$ cat src/rtl/seg_display_scan.sv
// Time-multiplexed seven-segment driver: one digit active at a time, snapshot per frame,
// optional leading-zero blanking, registered active-low segment/anode/dp outputs.
module seg_display_scan #(
  parameter int NUM_DIGITS  = 4,
  parameter int REFRESH_DIV = 100000,
  parameter int DIV_BITS    = 17
) (
  input  logic                    clk,
  input  logic                    rst_n,
  input  logic                    enable,
  input  logic [4*NUM_DIGITS-1:0] digits_in,
  input  logic [NUM_DIGITS-1:0]   dp_in,
  input  logic                    blank_lz,
  output logic [6:0]              seg_n,
  output logic                    dp_n,
  output logic [NUM_DIGITS-1:0]   an_n,
  output logic                    frame_done
);

  localparam int IDX_W = (NUM_DIGITS > 1) ? $clog2(NUM_DIGITS) : 1;
  localparam logic [DIV_BITS-1:0] PRESC_MAX = DIV_BITS'(REFRESH_DIV - 1);
  localparam logic [IDX_W-1:0]    IDX_MAX   = IDX_W'(NUM_DIGITS - 1);

  logic [DIV_BITS-1:0]     presc_q, presc_d;
  logic [IDX_W-1:0]        idx_q, idx_d;
  logic [4*NUM_DIGITS-1:0] shd_dig_q, shd_dig_d;
  logic [NUM_DIGITS-1:0]   shd_dp_q, shd_dp_d;
  logic [6:0]              seg_n_q, seg_n_d;
  logic                    dp_n_q, dp_n_d;
  logic [NUM_DIGITS-1:0]   an_n_q, an_n_d;
  logic                    frame_done_q, frame_done_d;

  logic                  tick, wrap;
  logic                  zero_run;
  logic [NUM_DIGITS-1:0] blank_vec;
  logic [3:0]            cur_dig;
  logic                  cur_dp, cur_blank;

  function automatic logic [6:0] seg_decode(input logic [3:0] v);
    logic [6:0] s;
    case (v)
      4'h0: s = 7'b1000000;
      4'h1: s = 7'b1111001;
      4'h2: s = 7'b0100100;
      4'h3: s = 7'b0110000;
      4'h4: s = 7'b0011001;
      4'h5: s = 7'b0010010;
      4'h6: s = 7'b0000010;
      4'h7: s = 7'b1111000;
      4'h8: s = 7'b0000000;
      4'h9: s = 7'b0010000;
      4'hA: s = 7'b0001000;
      4'hB: s = 7'b0000011;
      4'hC: s = 7'b1000110;
      4'hD: s = 7'b0100001;
      4'hE: s = 7'b0000110;
      default: s = 7'b0001110;
    endcase
    return s;
  endfunction

  always_comb begin
    tick = enable && (presc_q == PRESC_MAX);
    wrap = tick && (idx_q == IDX_MAX);

    presc_d = presc_q;
    if (tick)        presc_d = '0;
    else if (enable) presc_d = presc_q + DIV_BITS'(1);

    idx_d = idx_q;
    if (tick) idx_d = wrap ? '0 : idx_q + IDX_W'(1);

    // While dark the shadow tracks the inputs so the first enabled frame is current.
    shd_dig_d = shd_dig_q;
    shd_dp_d  = shd_dp_q;
    if (!enable || wrap) begin
      shd_dig_d = digits_in;
      shd_dp_d  = dp_in;
    end

    frame_done_d = wrap;
  end

  // Blanking runs from the top digit down and stops at the first non-zero digit or set dp.
  always_comb begin
    zero_run  = 1'b1;
    blank_vec = '0;
    for (int k = NUM_DIGITS - 1; k >= 0; k--) begin
      zero_run     = zero_run && (shd_dig_q[4*k +: 4] == 4'h0) && !shd_dp_q[k];
      blank_vec[k] = blank_lz && (k != 0) && zero_run;
    end
  end

  always_comb begin
    cur_dig   = 4'h0;
    cur_dp    = 1'b0;
    cur_blank = 1'b1;
    for (int k = 0; k < NUM_DIGITS; k++) begin
      if (idx_q == IDX_W'(k)) begin
        cur_dig   = shd_dig_q[4*k +: 4];
        cur_dp    = shd_dp_q[k];
        cur_blank = blank_vec[k];
      end
    end

    an_n_d  = '1;
    seg_n_d = 7'h7F;
    dp_n_d  = 1'b1;
    if (enable && !cur_blank) begin
      an_n_d  = ~(NUM_DIGITS'(1) << idx_q);
      seg_n_d = seg_decode(cur_dig);
      dp_n_d  = ~cur_dp;
    end
  end

  always_ff @(posedge clk or negedge rst_n) begin
    if (!rst_n) begin
      presc_q      <= '0;
      idx_q        <= '0;
      shd_dig_q    <= '0;
      shd_dp_q     <= '0;
      seg_n_q      <= 7'h7F;
      dp_n_q       <= 1'b1;
      an_n_q       <= '1;
      frame_done_q <= 1'b0;
    end else begin
      presc_q      <= presc_d;
      idx_q        <= idx_d;
      shd_dig_q    <= shd_dig_d;
      shd_dp_q     <= shd_dp_d;
      seg_n_q      <= seg_n_d;
      dp_n_q       <= dp_n_d;
      an_n_q       <= an_n_d;
      frame_done_q <= frame_done_d;
    end
  end

  assign seg_n      = seg_n_q;
  assign dp_n       = dp_n_q;
  assign an_n       = an_n_q;
  assign frame_done = frame_done_q;

endmodule

$ cat config.mk
export PLATFORM = sky130hd
export DESIGN_NAME = seg_display_scan
export DESIGN_NICKNAME = d
export VERILOG_FILES = /design/src/rtl/seg_display_scan.sv
export SDC_FILE = /design/constraint.sdc
export NUM_CORES = 1
export LEC_CHECK = 0
export ABC_CLOCK_PERIOD_IN_PS = 3050
export CAP_MARGIN = 20
export CORE_MARGIN = 10
export CORE_UTILIZATION = 56
export CTS_BUF_LIST = sky130_fd_sc_hd__clkbuf_4 sky130_fd_sc_hd__clkbuf_8
export DETAILED_ROUTE_END_ITERATION = 8
export GPL_ROUTABILITY_DRIVEN = 1
export MAX_ROUTING_LAYER = met4
export PLACE_DENSITY = 0.82
export RECOVER_POWER = 100
export SETUP_SLACK_MARGIN = 0.05
export SKIP_LAST_GASP = 1
export SYNTH_ARGS = -nofsm -noshare
export SYNTH_HDL_FRONTEND = slang
export SYNTH_SLANG_ARGS = --single-unit
$ cat constraint.sdc
create_clock -name clk -period 3.05 [get_ports clk]
set_clock_uncertainty 0.15 [all_clocks]
set_input_delay 0.305 -clock clk [delete_from_list [all_inputs] [get_ports clk]]
set_output_delay 0.305 -clock clk [all_outputs]
set_load 0.01 [all_outputs]
Word level (Yosys, flattened, before mapping)
Memory sizes are Yosys's and may differ from the RTL's.
Cells that the tools add are included.
{"block": "classes", "add_sub_neg": 2, "eq_ne": 4, "shifts": 1, "muxes": 18, "bitwise_logic": 2, "reduce_logical": 22}
{"op": "$mux 17", "n": 2}
{"op": "$mux 4", "n": 5}
{"op": "$add 17x1->17 const B", "n": 1}
{"op": "$eq 17x17->1 const B", "n": 1}
{"op": "$logic_not 4->1", "n": 3}
{"op": "$logic_and 1x1->1", "n": 11}
{"op": "$mux 1", "n": 9}
{"op": "$mux 7", "n": 1}
{"op": "$logic_not 1->1", "n": 5}
{"op": "$eq 2x2->1 const B", "n": 2}
{"op": "$not 4->4", "n": 1}
{"op": "$shl 1x2->4 const A", "n": 1}
{"op": "$add 2x1->2 const B", "n": 1}
{"op": "$eq 2x1->1 const B", "n": 1}
{"op": "$logic_not 2->1", "n": 1}
{"op": "$mux 2", "n": 1}
{"op": "$reduce_bool 2->1", "n": 1}
{"op": "$logic_or 1x1->1", "n": 1}
{"op": "$not 1->1", "n": 1}
{"block": "totals", "register_bits": 52, "rom_bits": 112, "in_bits": 24, "output_inout_bits": 13, "word_cells": 58, "memories": 1}
{"name": "(name not given)", "depth": 16, "width": 7, "rd": 1, "rd_ports_with_merged_regs": 0, "write_ports": 0, "line": "41", "text": "case (v)"}

Longest topological paths before layout
Gate-level depths: netlist (run 1).
{"block": "depth", "ltp_word": 13, "ltp_mapped": 11, "ltp_nobuf": 10}

Worst setup path after synthesis (run 1)
Ideal clock, no wire load.
{"block": "synth_path", "path_type": "flip-flop to flip-flop", "startpoint": "register idx_q[0]", "endpoint": "register seg_n_q[3], in the netlist seg_n[3]", "setup_time_ns": 0.100, "arrival_ns": 2.140, "t_required_ns": 2.800, "setup_slack_ns": 0.660, "path_stages_with_launch": 10, "n_path_buf": 1, "synth_period_minus_slack_ns": 2.390, "cell_sequence": "dfrtp_1 -> ha_1 -> clkbuf_1 -> a21oi_1 -> a22oi_1 -> inv_1 -> ha_1 -> mux2_2 -> nand2_1 -> o211ai_1"}
{"block": "synth_between", "elab_chain_len": 8, "elab_cells_between_ends": 16, "cone_classes": "eq/ne: 3; mux: 9; reduce/logical: 3; memory: 1"}
{"element": "start, declared", "line": "25", "text": "logic [IDX_W-1:0] idx_q, idx_d;"}
{"element": "start signal, assigned", "line": "128", "text": "idx_q <= idx_d;"}
{"element": "branches (longest 7 deep; another with $mem_v2 16x7)"}
{"element": "$mux 7 (*)", "line": "109", "text": "if (enable && !cur_blank) begin"}
{"element": "named net seg_n_d[3]", "line": "28", "text": "logic [6:0] seg_n_q, seg_n_d;"}
{"element": "end signal, assigned", "line": "131", "text": "seg_n_q <= seg_n_d;"}
{"element": "end, declared", "line": "28"}
Mark *: on every way through the listed nets, which the timed path passes.
A chain may end at the register's enable or synchronous reset.

Worst setup path after layout (run 1)
{"block": "layout_path", "startpoint": "register idx_q[0]", "endpoint": "register seg_n_q[2], in the netlist seg_n[2]"}
Same word-level chain as after synthesis.

==> results.toml, run 1 <==
[run_status]
status = "complete, no violations"

[global_routing]
global_route_wire_length_before_repair_mm = 8.43
number_of_global_route_vias_before_repair = 1776
number_of_antenna_violations_at_the_first_check_in_global_routing = 0
overflow = 0
grt_start_max_net_pins = 53
groute.usage.overall_pct = 13.9

[placement]
hpwlAfterDp_mm = 3.78
buffer_ports.inserted = 36
post_dp_cell_area_um2 = 3020
pre_cts_ws_ns = 0.354
dpl.cell_count = 315
gp_congestion = 0.844

[cells_and_area]
antenna_cells_inserted = 0
final_cell_count_no_fill = 325
stdcell_area_um2 = 3110
finish.net_count = 307
p_r_area_growth_vs_syn_pct = 18.6
finish.utilization_pct = 69.9
layout-drive-gt1-share_pct = 10.6

[pwr]
power.leakage_nw = 1.31
report.power.total_mw = 1.46
power.density_cell_area_nw_per_um2 = 471
ir_drop_worst_vdd_mv = 0.291

[critical_path]
critical_path.n_buffers_inverters = 2
worstSetupStartpointType = "flip-flop"
cpPeakStageDelay_ns = 0.45
worst_r2r_endpoint = "seg_n[2]$_DFF_PN1_"
regToRegSetupSlack_ns = 0.34
slowest_stage = "sky130_fd_sc_hd__a22oi_1"
critical-path-top-delay-family = "compound AO/OA/AOI/OAI gates"
worstPathMaxFanout = 13
critPathCaptureType = "flip-flop"
criticalPathCategory = "reg -> reg"
reg2reg_from = "idx_q[0]$_DFFE_PN0P_"
crit_path_cell_trace = "inv_1, ha_1, a21oi_1, o21ai_0, a22oi_1, inv_1, ha_1, o311ai_0"
timing.reg2reg.worst_path_depth = 8
cp.arrival_ns = 2.73
required_ns = 3.07

[route]
dr_total_vias = 1817
drtAntennaViolNets = 0
vias_per_cell = 5.59
met3WireLength_um = 237
met2WireLength_mm = 2.55
wirelength_met1_mm = 2.26
initialDrtViolationCount = 133
pre_antenna_drt_iters = 4
per_cell_routed_wire_length_um = 15.7
highest_layer = "met4"
detail_route.wirelength_mm = 5.10
drt_drc_violations_left = 0

[cts]
tritoncts_clock_tree = "built"
cts.reportedPaths.clkPinSlew_ns = 0.08
root_buffer_selected_by_cts = "sky130_fd_sc_hd__clkbuf_8"
cts_made_buffers = 5
cts_htree_levels = 2
cts_setup_buffers = 0
cts.sinks = 52
worstSkewPairLatency_ns = 0.30
clock_tree.buffer_depth = 2

[timing]
layout_min_cycle_time_ns = 2.71
timing.setup.tns_ns = 0
max_freq_ghz = 0.369
grt_setup_unrepaired = "no"
worst_slack_ns = 0.343
min_period_over_period_pct = 88.8
worst_hold_slack_ns = 0.337
finalMaxSlewViolations = 0
relSlewSlack_pct = 40.8
worst_slew_pin_slew_ns = 0.884
hold_viol = 0
timing.final.setup_violations = 0

[logic_synthesis]
synth_simple_gate_area_share_pct = 15.3
synth_compound_area_share_pct = 9.27
synth_flop_type = "sky130_fd_sc_hd__dfrtp_1"
post_synthesis_register_bit_count = 52
post_synthesis_adder_cell_area_fraction_pct = 5.26
yosysWarningCount = 0
synthCells = 231
combinational_family_with_the_most_area_after_synthesis = "simple AND/OR/NAND/NOR gates"
syn_area_um2 = 2620
yosys-mux-area-fraction_pct = 11.1
per_instance_average_area_after_synthesis_um2 = 11.3
async_reset_ff_share_pct = 100
yosysSeqAreaShare_pct = 50.3
synth.lib_cells_used.distinct = 50
number_of_synthesized_flops_with_an_enable_pin = 0
synthesis.nets = 266
synth-xor-area-share_pct = 5.02

[die]
die-area_um2 = 7810
fp.coreArea_um2 = 4440
std_cell_rows = 24
pin_count = 37
dieHeight_um = 88.4
start_util_pct = 58.9
chipWidth_um = 88.4

[worst_hold_path]
min_path_cells = 1
hp-class = "reg -> reg"
min_from = "shd_dig_q[2]$_DFFE_PN0P_"
timing.hold.worst_endpoint = "shd_dig_q[2]$_DFFE_PN0P_"

[flow_run]
number_of_maximum_capacitance_constraint_violations = 0
==> where the power goes <==
| part | internal (mW) | switching [mW] |
|---|---|---|
| Sequential | 0.772 | 0.0644 |
| Clock | 0.178 | 0.208 |
| Combinational | 0.125 | 0.116 |
==> synth_stat cells, types with 2 or more instances <==
library cell | number | area (um^2)
sky130_fd_sc_hd__clkbuf_1 | 5 | 18.8
sky130_fd_sc_hd__inv_1 | 11 | 41.3
sky130_fd_sc_hd__dfrtp_1 | 40 | 1000
sky130_fd_sc_hd__o21ai_0 | 4 | 20.0
sky130_fd_sc_hd__o221ai_1 | 3 | 26.3
sky130_fd_sc_hd__and4_1 | 3 | 26.3
sky130_fd_sc_hd__a22oi_1 | 2 | 15.0
sky130_fd_sc_hd__ha_1 | 11 | 138
sky130_fd_sc_hd__o211ai_1 | 3 | 22.5
sky130_fd_sc_hd__mux2_2 | 3 | 33.8
sky130_fd_sc_hd__nand2_1 | 19 | 71.3
sky130_fd_sc_hd__mux2i_1 | 2 | 20.0
sky130_fd_sc_hd__nand4_1 | 7 | 43.8
sky130_fd_sc_hd__nand3_1 | 7 | 35.0
sky130_fd_sc_hd__a21oi_1 | 8 | 40.0
sky130_fd_sc_hd__buf_6 | 2 | 22.5
sky130_fd_sc_hd__nand3b_1 | 2 | 15.0
sky130_fd_sc_hd__o22ai_1 | 2 | 12.5
sky130_fd_sc_hd__nand2b_1 | 2 | 12.5
sky130_fd_sc_hd__xor2_1 | 7 | 61.3
sky130_fd_sc_hd__mux2_1 | 21 | 236
sky130_fd_sc_hd__dfstp_2 | 12 | 315
sky130_fd_sc_hd__nor4b_1 | 3 | 26.3
sky130_fd_sc_hd__xnor2_1 | 8 | 70.1
sky130_fd_sc_hd__nor2_1 | 17 | 63.8
sky130_fd_sc_hd__a31oi_1 | 2 | 12.5
sky130_fd_sc_hd__and3b_1 | 2 | 17.5
==> flip-flops by register name, indices dropped and copies added, names as in the netlist <==
| signal | flops |
|---|---|
| shd_dp_q | 4 |
| an_n | 4 |
| presc_q | 17 |
| idx_q | 2 |
| shd_dig_q | 16 |
| seg_n | 7 |
| dp_n | 1 |
| frame_done | 1 |
==> routing by layer <==
metal | global-route usage (%) | vias up
li1 | - | 899
met1 | 17.1 | 871
met2 | 22.3 | 42
met3 | 3.40 | 5
met4 | 3.52 | 0
met5 | - | -
==> layout make-up <==
cell class                 count  area (um^2)
clock buffer                   7         83.8
clock inverter                 1         3.75
fill                         337         1340
inverter                      12         45.0
multi-input combinational    158         1200
sequential                    52         1320
tap                           52         65.1
timing repair buffer          43          397
==> cell usage in the layout (no fill, tap or decap), types with 2 or more instances in the layout <==
| master | count |
|---|---|
| sky130_fd_sc_hd__dfrtp_1 | 40 |
| sky130_fd_sc_hd__mux2_1 | 22 |
| sky130_fd_sc_hd__clkdlybuf4s50_1 | 22 |
| sky130_fd_sc_hd__nand2_1 | 20 |
| sky130_fd_sc_hd__nor2_1 | 17 |
| sky130_fd_sc_hd__dlygate4sd3_1 | 14 |
| sky130_fd_sc_hd__inv_1 | 12 |
| sky130_fd_sc_hd__dfstp_2 | 12 |
| sky130_fd_sc_hd__ha_1 | 11 |
| sky130_fd_sc_hd__a21oi_1 | 8 |
| sky130_fd_sc_hd__xnor2_1 | 8 |
| sky130_fd_sc_hd__nand3_1 | 7 |
| sky130_fd_sc_hd__nand4_1 | 7 |
| sky130_fd_sc_hd__xor2_1 | 7 |
| sky130_fd_sc_hd__o21ai_0 | 5 |
| sky130_fd_sc_hd__clkbuf_8 | 5 |
| sky130_fd_sc_hd__o221ai_1 | 3 |
| sky130_fd_sc_hd__nor4b_1 | 3 |
| sky130_fd_sc_hd__o211ai_1 | 3 |
| sky130_fd_sc_hd__and4_1 | 3 |
| sky130_fd_sc_hd__clkbuf_1 | 3 |
| sky130_fd_sc_hd__nand3b_1 | 2 |
| sky130_fd_sc_hd__and3b_1 | 2 |
| sky130_fd_sc_hd__mux2i_1 | 2 |
| sky130_fd_sc_hd__or4_1 | 2 |
| sky130_fd_sc_hd__nor4_1 | 2 |
| sky130_fd_sc_hd__a31oi_1 | 2 |
| sky130_fd_sc_hd__mux2_2 | 2 |
| sky130_fd_sc_hd__o22ai_1 | 2 |
| sky130_fd_sc_hd__nand2b_1 | 2 |
| sky130_fd_sc_hd__clkbuf_4 | 2 |
| sky130_fd_sc_hd__clkbuf_2 | 2 |
| sky130_fd_sc_hd__buf_4 | 2 |
==> how the worst max path moves through the flow <==
| stage | start | endpoint | slack (ns) | cells past startpoint |
|---|---|---|---|---|
| final | idx_q[0]$_DFFE_PN0P_ | seg_n[2]$_DFF_PN1_ | 0.34 | 8 |
| after floorplan | idx_q[0]$_DFFE_PN0P_ | seg_n[3]$_DFF_PN1_ | 0.66 | 9 |
| after global placement | idx_q[0]$_DFFE_PN0P_ | seg_n[3]$_DFF_PN1_ | 0.41 | 10 |
| after global routing | idx_q[0]$_DFFE_PN0P_ | seg_n[3]$_DFF_PN1_ | 0.10 | 10 |
| after CTS | idx_q[0]$_DFFE_PN0P_ | seg_n[3]$_DFF_PN1_ | 0.34 | 10 |
| after detailed placement | idx_q[0]$_DFFE_PN0P_ | seg_n[3]$_DFF_PN1_ | 0.35 | 10 |
==> what timing repair did <==
item	CTS	global route
hold buffers	0	1
resized for setup	0	1
hold endpoints to repair	0	15
setup endpoints to repair	0	1
==> kinds of logic (layout without fill, tap and decap cells) <==
logic type / count (synthesis) / in the layout
fa+ha+maj: 11 / 11
buf+inv: 21 / 63
xor+xnor: 15 / 15
flops: 52 / 52
compound gates: 32 / 32
simple gates: 74 / 74
mux: 26 / 26
(Power assumes the default switching activity.)
==> run 2: changes to the inputs <==
--- a/config.mk
+++ b/config.mk
@@ -8,12 +8,12 @@
 export ABC_CLOCK_PERIOD_IN_PS = 3050
 export CAP_MARGIN = 20
 export CORE_MARGIN = 10
-export CORE_UTILIZATION = 56
+export CORE_UTILIZATION = 40
 export CTS_BUF_LIST = sky130_fd_sc_hd__clkbuf_4 sky130_fd_sc_hd__clkbuf_8
+export CTS_CLUSTER_DIAMETER = 50
 export DETAILED_ROUTE_END_ITERATION = 8
 export GPL_ROUTABILITY_DRIVEN = 1
 export MAX_ROUTING_LAYER = met4
-export PLACE_DENSITY = 0.82
 export RECOVER_POWER = 100
 export SETUP_SLACK_MARGIN = 0.05
 export SKIP_LAST_GASP = 1
==> results.toml, run 2 (synthesis gave the netlist of run 1 again) <==
[die]
fp.coreArea_um2 = 6350
pin_count = 37
chipWidth_um = 101
die-area_um2 = 10200
start_util_pct = 41.2
dieHeight_um = 101
std_cell_rows = 29

[run_status]
status = "complete, no violations"

[global_routing]
overflow = 0
number_of_antenna_violations_at_the_first_check_in_global_routing = 0
grt_start_max_net_pins = 33
groute.usage.overall_pct = 11.4
global_route_wire_length_before_repair_mm = 9.27
number_of_global_route_vias_before_repair = 1903

[cells_and_area]
finish.utilization_pct = 49.5
antenna_cells_inserted = 0
most-common-layout-cells = "sky130_fd_sc_hd__dfrtp_1, sky130_fd_sc_hd__mux2_1, sky130_fd_sc_hd__clkdlybuf4s50_1"
regMostFlops = "presc_q"
p_r_area_growth_vs_syn_pct = 20.1
mostFrequentLayoutCell = "sky130_fd_sc_hd__dfrtp_1"
finish.net_count = 307
layout-drive-gt1-share_pct = 11.7
largest_register_ff_count = 17
stdcell_area_um2 = 3150

[placement]
gp_congestion = 0.836
buffer_ports.inserted = 36
pre_cts_ws_ns = 0.279
hpwlAfterDp_mm = 4.04
post_dp_cell_area_um2 = 3050

[pwr]
ir_drop_worst_vdd_mv = 0.357
power.density_cell_area_nw_per_um2 = 467
power.leakage_nw = 1.31

[timing]
worst_hold_slack_ns = 0.327
grt_setup_unrepaired = "no"
max_freq_ghz = 0.359
relSlewSlack_pct = 27.5
worst_slack_ns = 0.265
worst_slew_pin_slew_ns = 1.09
min_period_over_period_pct = 91.3
hold_viol = 0
timing.final.setup_violations = 0
finalMaxSlewViolations = 0
layout_min_cycle_time_ns = 2.78
timing.setup.tns_ns = 0

[critical_path]
regToRegSetupSlack_ns = 0.27
reg2reg_from = "idx_q[0]$_DFFE_PN0P_"
crit_path_cell_trace = "ha_1, inv_1, or4_4, o31ai_4, clkbuf_2, mux2_1"
worstPathMaxFanout = 20
cp.arrival_ns = 2.83
critical_path.n_buffers_inverters = 2
cpPeakStageDelay_ns = 0.57
slowest_stage = "sky130_fd_sc_hd__or4_4"
required_ns = 3.09
timing.reg2reg.worst_path_depth = 6
critPathCaptureType = "flip-flop"
worstSetupStartpointType = "flip-flop"
crit_cells = 6
critical-path-top-delay-family = "buffers and inverters"
criticalPathCategory = "reg -> reg"
crit_path_start = "idx_q[0]$_DFFE_PN0P_"
worst_r2r_endpoint = "shd_dp_q[1]$_DFFE_PN0P_"

[cts]
cts_made_buffers = 5
tritoncts_clock_tree = "built"
cts_setup_buffers = 0
root_buffer_selected_by_cts = "sky130_fd_sc_hd__clkbuf_8"
clock_tree.buffer_depth = 2
worstSkewPairLatency_ns = 0.30
cts.sinks = 52
cts_htree_levels = 2
cts.reportedPaths.clkPinSlew_ns = 0.09

[route]
drt_drc_violations_left = 0
vias_per_cell = 5.15
pre_antenna_drt_iters = 4
initialDrtViolationCount = 44
dr_total_vias = 1804
drtAntennaViolNets = 0
detail_route.wirelength_mm = 5.41
per_cell_routed_wire_length_um = 15.4

[worst_hold_path]
min_from = "presc_q[4]$_DFFE_PN0P_"
hp-class = "reg -> reg"
min_path_cells = 1
timing.hold.worst_endpoint = "presc_q[4]$_DFFE_PN0P_"

[flow_run]
number_of_maximum_capacitance_constraint_violations = 0
[run 2: cell types whose count changed in the layout (fill, tap and decap cells not counted)]
cell and change:
sky130_fd_sc_hd__o311ai_0 -1, sky130_fd_sc_hd__mux2_2 +1, sky130_fd_sc_hd__mux2_1 -1, sky130_fd_sc_hd__buf_4 +1, sky130_fd_sc_hd__dlygate4sd3_1 +1, sky130_fd_sc_hd__clkinvlp_4 +1, sky130_fd_sc_hd__clkbuf_1 -1, sky130_fd_sc_hd__or4_1 -1
sky130_fd_sc_hd__o311ai_1 +1, sky130_fd_sc_hd__clkbuf_4 -1, sky130_fd_sc_hd__clkdlybuf4s50_1 -1, sky130_fd_sc_hd__or4_4 +1
[run 2: report_power, final]
part           internal [mW]  switching (mW)  leakage, nW
Clock                  0.169           0.225       0.0423
Combinational          0.126           0.116        0.639
Sequential             0.772          0.0615        0.630
[run 2: layer usage]
metal,vias up,track usage (%),wire (um)
met5,-,-,0
met4,0,3.86,87
met3,9,3.43,301
met2,28,17.8,2610
met1,865,13.8,2410
li1,902,-,-
[run 2: cell type report]
type	count	area, um^2
Inverter	12	45.0
Clock buffer	6	76.3
Clock inverter	2	11.3
Fill cell	573	3200
Timing Repair Buffer	43	400
Tap cell	77	96.3
Multi-Input combinational cell	158	1200
Sequential cell	52	1320
[run 2: metrics by stage]
step / total power [mW] / instances
global route: 1.56 / 350
floorplan: 0.982 / 231
finish: 1.47 / 350
global placement: 1.09 / 340
detailed placement: 1.09 / 340
CTS: 1.49 / 349
[run 2: what timing repair did]
item                       in CTS  in global routing
hold buffers                    1                  0
setup endpoints to repair       0                  1
hold endpoints to repair        8                  0
gates resized for setup         0                  1
[run 2: worst max-delay path by stage]
| stage | slack (ns) | to |
|---|---|---|
| 6_report | 0.27 | shd_dp_q[1]$_DFFE_PN0P_ |
| 5_1_grt | 0.09 | shd_dig_q[1]$_DFFE_PN0P_ |
| 4_1_cts | 0.27 | seg_n[3]$_DFF_PN1_ |
| 3_5_place_dp | 0.28 | seg_n[3]$_DFF_PN1_ |
| 3_3_place_gp | 0.33 | seg_n[3]$_DFF_PN1_ |
| 2_1_floorplan | 0.66 | seg_n[3]$_DFF_PN1_ |
==> run 3: changes to the inputs <==
--- a/config.mk
+++ b/config.mk
@@ -5,7 +5,7 @@
 export SDC_FILE = /design/constraint.sdc
 export NUM_CORES = 1
 export LEC_CHECK = 0
-export ABC_CLOCK_PERIOD_IN_PS = 3050
+export ABC_CLOCK_PERIOD_IN_PS = 2500
 export CAP_MARGIN = 20
 export CORE_MARGIN = 10
 export CORE_UTILIZATION = 40
@@ -15,7 +15,7 @@
 export GPL_ROUTABILITY_DRIVEN = 1
 export MAX_ROUTING_LAYER = met4
 export RECOVER_POWER = 100
-export SETUP_SLACK_MARGIN = 0.05
+export SETUP_SLACK_MARGIN = 0.5
 export SKIP_LAST_GASP = 1
 export SYNTH_ARGS = -nofsm -noshare
 export SYNTH_HDL_FRONTEND = slang
==> constraint.sdc (replaced) <==
create_clock -name clk -period 2.5 [get_ports clk]
set_clock_uncertainty 0.15 [all_clocks]
set_input_delay 0.25 -clock clk [delete_from_list [all_inputs] [get_ports clk]]
set_output_delay 0.25 -clock clk [all_outputs]
set_load 0.01 [all_outputs]
==> results.toml, run 3 (synthesis gave the netlist of run 1 again) <==
[run_status]
status = "complete, no violations"

[cells_and_area]
regMostFlops = "presc_q"
fillerInstances = 535
antenna_cells_inserted = 0
final-seq-area_um2 = 1320
layout-drive-gt1-share_pct = 27.2
multiInputGateArea_um2 = 1360
largest_register_ff_count = 17
p_r_area_growth_vs_syn_pct = 36.2
mostFrequentLayoutCell = "sky130_fd_sc_hd__dfrtp_1"
finish.net_count = 332
most-common-layout-cells = "sky130_fd_sc_hd__dfrtp_1, sky130_fd_sc_hd__clkdlybuf4s50_1, sky130_fd_sc_hd__mux2_1"
finish.utilization_pct = 56.2

[timing]
grt_setup_unrepaired = "yes"
relSlewSlack_pct = 38.3
timing.setup.tns_ns = 0
worst_slew_pin_slew_ns = 0.926
worst_hold_slack_ns = 0.336
max_freq_ghz = 0.435
layout_min_cycle_time_ns = 2.30
timing.final.setup_violations = 0
min_period_over_period_pct = 92.0
finalMaxSlewViolations = 0
hold_viol = 0

[critical_path]
regToRegSetupSlack_ns = 0.20
worstPathMaxFanout = 7
required_ns = 2.58
cp.arrival_ns = 2.38
criticalPathCategory = "reg -> reg"
worstSetupStartpointType = "flip-flop"
critPathCaptureType = "flip-flop"

[route]
per_cell_routed_wire_length_um = 15.6
detail_route.wirelength_mm = 5.87
drt_drc_violations_left = 0
initialDrtViolationCount = 54
vias_per_cell = 5.16
pre_antenna_drt_iters = 4
drtAntennaViolNets = 0
dr_total_vias = 1934

[pwr]
ir_drop_worst_vdd_mv = 0.380
power.density_cell_area_nw_per_um2 = 536
internal-power_mw = 1.39
swShare_pct = 27.2
share_seq_of_total_power_pct = 53.6
power.leakage_nw = 1.46
report.power.total_mw = 1.91
pwr-share-clk_pct = 27.2
power_switching_uw = 521
power.combinational.fraction_pct = 19.2

[die]
std_cell_rows = 29
dieHeight_um = 101
chipWidth_um = 101
pin_count = 37
die-area_um2 = 10200
start_util_pct = 41.2
fp.coreArea_um2 = 6350

[cts]
cts_htree_levels = 2
cts_made_buffers = 5
tritoncts_clock_tree = "built"
clock_tree.buffer_depth = 2
worstSkewPairLatency_ns = 0.30
cts.sinks = 52
cts.reportedPaths.clkPinSlew_ns = 0.09
root_buffer_selected_by_cts = "sky130_fd_sc_hd__clkbuf_8"

[placement]
hpwlAfterDp_mm = 4.06
buffer_ports.inserted = 36
gp_congestion = 0.876

[global_routing]
overflow = 0
number_of_antenna_violations_at_the_first_check_in_global_routing = 0
grt_start_max_net_pins = 21
groute.usage.overall_pct = 12.2
global_route_wire_length_before_repair_mm = 10.0
number_of_global_route_vias_before_repair = 2086

[flow_run]
number_of_maximum_capacitance_constraint_violations = 0

[worst_hold_path]
hp-class = "reg -> reg"
run 3: cell types whose count changed in the layout (fill, tap and decap cells not counted), moves of 5 or more:
cell / before / now
sky130_fd_sc_hd__buf_4: 3 / 13
sky130_fd_sc_hd__inv_1: 12 / 7
sky130_fd_sc_hd__buf_6: 0 / 9
sky130_fd_sc_hd__ha_1: 11 / 3
run 3: cell type report:
type | instances | area share (%)
Clock buffer | 8 | 2.74
Inverter | 12 | 1.33
Multi-Input combinational cell | 158 | 38.1
Sequential cell | 52 | 37.0
Tap cell | 77 | 2.70
Timing Repair Buffer | 68 | 18.1
run 3: timing repair:
item	CTS	global route
resized for setup	29	15
hold buffers	1	0
hold endpoints to repair	16	0
endpoints found under the setup margin	38	42
pin swaps	10	5
gates cloned	0	1
setup buffers	19	0
run 3: worst max-delay path, stage by stage, from the launching register on:
cell and delay [ns]:
sky130_fd_sc_hd__dfrtp_1 0.40, sky130_fd_sc_hd__clkbuf_1 0.16, sky130_fd_sc_hd__inv_4 0.06, sky130_fd_sc_hd__ha_4 0.19, sky130_fd_sc_hd__buf_6 0.13, sky130_fd_sc_hd__buf_12 0.12, sky130_fd_sc_hd__a211oi_1 0.32, sky130_fd_sc_hd__a221oi_4 0.15
sky130_fd_sc_hd__clkbuf_1 0.16, sky130_fd_sc_hd__inv_2 0.14, sky130_fd_sc_hd__nand2_1 0.08, sky130_fd_sc_hd__o221ai_1 0.18
run 3: power by group through the flow:
stage          sequential [mW]  clock (mW)  combinational [mW]
2_1_floorplan             1.02           0               0.183
3_5_place_dp              1.04           0               0.322
4_1_cts                   1.02       0.530               0.372
5_1_grt                   1.04       0.566               0.408
6_report                  1.02       0.519               0.367
3_3_place_gp              1.04           0               0.318
run 3: metrics by stage:
| stage | area, um^2 | setup WS, ns | std cells |
|---|---|---|---|
| finish | 3570 | 0.199 | 375 |
| global route | 3570 | 0.0696 | 375 |
| CTS | 3550 | 0.223 | 374 |
| detailed placement | 3140 | 0.180 | 346 |
| global placement | 3140 | 0.184 | 346 |
| floorplan | 2670 | 0.326 | 231 |
run 3: routing by layer:
| metal | vias up | share of wire, % | global-route usage, % |
|---|---|---|---|
| met3 | 7 | 4.5 | 3.02 |
| met4 | 0 | 0.94 | 3.32 |
| li1 | 949 | - | - |
| met5 | - | 0 | - |
| met1 | 936 | 45 | 14.4 |
| met2 | 42 | 49 | 20.2 |
run 3: path summary, 6_finish.rpt:
kind | start | endpoint | cells past startpoint
max in group asynchronous | rst_n | shd_dig_q[13]$_DFFE_PN0P_ | 3
min in group asynchronous | rst_n | shd_dp_q[0]$_DFFE_PN0P_ | 2
min reg2reg | presc_q[4]$_DFFE_PN0P_ | presc_q[4]$_DFFE_PN0P_ | 1
max | idx_q[1]$_DFFE_PN0P_ | seg_n[5]$_DFF_PN1_ | 11
max reg2reg | idx_q[1]$_DFFE_PN0P_ | seg_n[5]$_DFF_PN1_ | 11
min | presc_q[4]$_DFFE_PN0P_ | presc_q[4]$_DFFE_PN0P_ | 1
